### src/rtl/rs_hs_pipeline_tail.sv
// Receive-side tail of the relay-station handshake pipeline: almost-full FIFO with
// registered upstream ready, show-ahead output, occupancy count and sticky overflow.
module rs_hs_pipeline_tail #(
   parameter int DATA_WIDTH      = 32,
   parameter int DEPTH           = 24,
   parameter int GRACE_PERIOD    = 5,
   parameter int REAL_DEPTH      = GRACE_PERIOD + DEPTH + 4,
   parameter int REAL_ADDR_WIDTH = $clog2(REAL_DEPTH),
   parameter int CNT_WIDTH       = $clog2(REAL_DEPTH + 1)
) (
   input  logic                  clk,
   input  logic                  reset,
   input  logic                  if_valid,
   input  logic [DATA_WIDTH-1:0] if_data,
   output logic                  if_ready,
   output logic                  of_valid,
   output logic [DATA_WIDTH-1:0] of_data,
   input  logic                  of_ready,
   output logic [CNT_WIDTH-1:0]  count,
   output logic                  overflow
);

   localparam logic [CNT_WIDTH-1:0]       FULL_CNT = CNT_WIDTH'(REAL_DEPTH);
   localparam logic [CNT_WIDTH-1:0]       THR_CNT  = CNT_WIDTH'(REAL_DEPTH - GRACE_PERIOD);
   localparam logic [REAL_ADDR_WIDTH-1:0] LAST_PTR = REAL_ADDR_WIDTH'(REAL_DEPTH - 1);

   logic [DATA_WIDTH-1:0]      mem_q [REAL_DEPTH];
   logic [REAL_ADDR_WIDTH-1:0] wr_ptr_q, wr_ptr_d;
   logic [REAL_ADDR_WIDTH-1:0] rd_ptr_q, rd_ptr_d;
   logic [CNT_WIDTH-1:0]       count_q, count_d;
   logic                       if_ready_q, if_ready_d;
   logic                       overflow_q, overflow_d;
   logic                       push, pop;

   // Upstream valid is deliberately not qualified by ready: grace-period words must land.
   always_comb begin
      push       = if_valid && (count_q != FULL_CNT);
      pop        = (count_q != '0) && of_ready;
      wr_ptr_d   = wr_ptr_q;
      rd_ptr_d   = rd_ptr_q;
      count_d    = count_q;
      overflow_d = overflow_q;
      if (push) begin
         wr_ptr_d = (wr_ptr_q == LAST_PTR) ? '0 : wr_ptr_q + 1'b1;
      end
      if (pop) begin
         rd_ptr_d = (rd_ptr_q == LAST_PTR) ? '0 : rd_ptr_q + 1'b1;
      end
      if (push && !pop) begin
         count_d = count_q + 1'b1;
      end else if (!push && pop) begin
         count_d = count_q - 1'b1;
      end
      if (if_valid && (count_q == FULL_CNT)) begin
         overflow_d = 1'b1;
      end
      if_ready_d = (count_d < THR_CNT);
   end

   always_ff @(posedge clk or posedge reset) begin
      if (reset) begin
         wr_ptr_q   <= '0;
         rd_ptr_q   <= '0;
         count_q    <= '0;
         if_ready_q <= 1'b0;
         overflow_q <= 1'b0;
      end else begin
         wr_ptr_q   <= wr_ptr_d;
         rd_ptr_q   <= rd_ptr_d;
         count_q    <= count_d;
         if_ready_q <= if_ready_d;
         overflow_q <= overflow_d;
      end
   end

   always_ff @(posedge clk) begin
      if (push) begin
         mem_q[wr_ptr_q] <= if_data;
      end
   end

   assign if_ready = if_ready_q;
   assign of_valid = (count_q != '0);
   assign of_data  = mem_q[rd_ptr_q];
   assign count    = count_q;
   assign overflow = overflow_q;

endmodule

### config.mk
export PLATFORM = sky130hd
export DESIGN_NAME = rs_hs_pipeline_tail
export DESIGN_NICKNAME = d
export VERILOG_FILES = /design/src/rtl/rs_hs_pipeline_tail.sv
export SDC_FILE = /design/constraint.sdc
export NUM_CORES = 1
export LEC_CHECK = 0
export CAP_MARGIN = 20
export CELL_PAD_IN_SITES_DETAIL_PLACEMENT = 1
export CELL_PAD_IN_SITES_GLOBAL_PLACEMENT = 1
export CORE_UTILIZATION = 50
export DETAILED_ROUTE_END_ITERATION = 10
export PLACE_DENSITY_LB_ADDON = 0.1
export SETUP_SLACK_MARGIN = 0.1
export SLEW_MARGIN = 40
export SYNTH_ARGS = -nofsm -noshare
export SYNTH_HDL_FRONTEND = slang
export SYNTH_SLANG_ARGS = --single-unit
### constraint.sdc
create_clock -name clk -period 5.3 [get_ports clk]
set_input_delay 1.06 -clock clk [delete_from_list [all_inputs] [get_ports clk]]
set_output_delay 1.06 -clock clk [all_outputs]
set_load 0.01 [all_outputs]
==> out/qor.yml <==
worst_ir_drop_vdd_mv: 0.300
first_global_vias: 22465
synth_nets: 2058
seq_area_frac_synth_pct: 77.4
floorplan.die.height_um: 290
viasPerCell: 6.32
routabilityCongestion: 0.755
fin_crit_ns: 5.18
tritoncts: "done"
report.final.setup_viol: 0
global_route_total_overflow: 0
placed_cell_area_um2: 44400
synth-edff-count: 1056
critPathCapture: "of_data[12]"
synth_largest_type_area_fraction_pct: 76.2
finalWirelength_mm: 110
power_leakage_nw: 15.5
timing.reg2reg.worst_path_depth: 8
number_of_antenna_violations_at_the_first_check_in_global_routing: 4
holdCritPathClass: "reg2reg"
finish.instance_area_um2: 48100
status: "finished, final reports clean"
fin_total_pwr_mw: 25.1
postSynth.asyncResetShare_pct: 1.86
fmax_mhz: 193
htree_levels: 3
critical-path-slowest-cell: "dfrtp_4"
place_hpwl_mm: 60.7
synth-main-ff-cell: "edfxtp_1"
crit_type: "reg2out"
floorplan.initialDensity_pct: 50.6
cts-buffers-inserted: 109
fin_clk_skew_ns: 0.0242
root_buffer: "clkbuf_16"
port-buffer-count: 76
timing.critical_path.from: "rd_ptr_q[1]$_DFFE_PP0P_"
floorplan.die_area_um2: 84400
antenna_left: 0
pwr_density_cell_nw_per_um2: 522
rr_endpoint: "count[5]$_DFF_PP0_"
timing.reg2reg.setup_slack_ns: 1.83
route.vias.total: 21085
nets: 2219
path_clk_slew_ns: 0.06
post-synth-top-count-cell: "edfxtp_1"
detail_route.iter0.violations: 2304
timing_hold_violations_final: 0
number_of_primary_i_o_pins: 77
crit_path_start_kind: "flip-flop"
die_x_extent_um: 290
cp_data_required_time_ns: 4.24
total_negative_slack_ns: 0
largest_net_degree_at_the_start_of_global_routing: 56
final_layout_size_suffix_gt1_share_pct: 25.3
synth_cell_types: 44
drc: 0
worstReg2RegStart: "count[2]$_DFF_PP0_"
timing.max_cap.violations: 0
finalMaxSlewViolations: 0
flow.area_growth_from_synthesis_pct: 15.5
cpPeakStageDelay_ns: 0.67
yosys_warnings: 0
cell_count_after_synthesis: 2012
synthesized_flop_and_latch_total: 1076
unrepaired_setup_endpoints_after_global_routing: "no"
cell_area_after_synthesis_um2: 41600
crit_path_cells: "or3b_4, buf_16, buf_4, o22ai_1, a211oi_1, a221oi_1, clkdlybuf4s50_1"
synth_top_area_cell: "edfxtp_1"
clkSinkCount: 1076
routed_wl_per_cell_um: 33.0
rows: 105
fillers: 6936
clockBufferDepth: 3
insertion_delay_ns: 0.68
max_slew.worst_pin.slew_ns: 0.847
post_synth.cell_area_avg_um2: 20.7
yosys-top-cells-area: "edfxtp_1, mux4_2, mux2i_1"
critPathCaptureType: "output pin"
yosys-top-cells-count: "edfxtp_1, mux2i_1, mux4_2"
max-slew-margin-rel_pct: 43.3
core_area_um2: 82200
grt_util_all_layers_pct: 26.5
max_fo_critical_path: 26
detail_route.first_pass.iterations: 5
finalCritPeriodShare_pct: 97.8
cts_hold_buffers: 0
timing.critical_path.arrival_ns: 4.12
first_pass_grt_wire_length_mm: 158
[critical path, delay by kind of cell, from the launching register on]
kind	cells	cell delay [ns]
compound gates	3	0.94
buf+inv	3	1.16
flops	1	0.67
simple gates	1	0.62
[kinds of logic after synthesis]
group,after synthesis,share of synthesized area (%)
DFF,1076,77.4
and+or+nand+nor,124,1.38
adders and majority gates,10,0.301
muxes,418,15.1
xor gates and xnor gates,7,0.147
buffers and inverters,161,1.70
AOI/OAI and AO/OA,216,4.02
[timing repair]
| action | in CTS | in global routing |
|---|---|---|
| endpoints found under the hold margin | 0 | 0 |
| buffers inserted | 1 | 4 |
| gates resized for setup | 3 | 1 |
| endpoints found under the setup margin | 11 | 5 |
| cloned | 1 | 0 |
[sequential cells by signal, summed over array words and instances (netlist names)]
register	count
count	6
wr_ptr_q	6
if_ready	1
rd_ptr_q	6
mem_q	1056
overflow	1
[layer usage]
metal,global-route usage [%],wire [um]
met1,36.2,45900
met2,43.9,54500
met3,4.01,6420
met4,8.74,3130
met5,0,0
[cells in the final DEF, fill, tap and decap left out, drive strengths merged, types with 2 or more instances in the layout]
| cell | n |
|---|---|
| or3b | 2 |
| nand2 | 47 |
| clkinvlp | 9 |
| o22ai | 96 |
| a221oi | 32 |
| a2111oi | 32 |
| inv | 48 |
| o41ai | 3 |
| clkinv | 37 |
| nand3 | 4 |
| edfxtp | 1056 |
| mux4 | 160 |
| xnor2 | 4 |
| dfrtp | 20 |
| xor2 | 3 |
| a211oi | 32 |
| o21ai | 15 |
| bufinv | 11 |
| mux2 | 65 |
| a21oi | 2 |
| nor3 | 2 |
| or4 | 3 |
| nor4 | 6 |
| clkbuf | 144 |
| nor2 | 35 |
| ha | 10 |
| or3 | 5 |
| and2 | 2 |
| nand2b | 3 |
| mux2i | 193 |
| or2 | 3 |
| nand4 | 10 |
| clkdlybuf4s50 | 44 |
| buf | 120 |
[worst min path at each step]
stage / from / end / slack (ns) / cells past startpoint
global placement: overflow$_DFFE_PP0P_ / overflow$_DFFE_PP0P_ / 0.44 / 1
global route: overflow$_DFFE_PP0P_ / overflow$_DFFE_PP0P_ / 0.49 / 1
floorplan: overflow$_DFFE_PP0P_ / overflow$_DFFE_PP0P_ / 0.49 / 1
detailed placement: overflow$_DFFE_PP0P_ / overflow$_DFFE_PP0P_ / 0.46 / 1
CTS: overflow$_DFFE_PP0P_ / overflow$_DFFE_PP0P_ / 0.47 / 1
finish: overflow$_DFFE_PP0P_ / overflow$_DFFE_PP0P_ / 0.47 / 1
[layout make-up]
cell class              count  area, um2  area share (%)
flip-flops and latches   1076      32200            67.1
multi-input cells         775       8990            18.7
clock buffers             144       2960            6.17
repair buffers            165       1750            3.64
well taps                1070       1340            2.79
clock inverters            59        613            1.28
inverters                  46        173           0.359
diodes                      1       2.50         0.00521
[power by group]
part | switching (mW) | internal, mW
logic | 4.10 | 3.16
clock network | 3.22 | 4.47
registers | 0.304 | 9.85
total | 7.62 | 17.5
[per-stage QoR]
| step | instances | hold slack [ns] | worst slack, ns | utilization, % |
|---|---|---|---|---|
| floorplan | 2012 | 0.493 | 0.234 | - |
| global placement | 3121 | 0.443 | 0.464 | 53.9 |
| detailed placement | 3126 | 0.455 | 0.612 | 54.0 |
| CTS | 3331 | 0.474 | 0.113 | 58.4 |
| global route | 3336 | 0.490 | 0.101 | 58.4 |
| finish | 3336 | 0.470 | 0.119 | 58.4 |
Power figures use the tool's default switching activity.
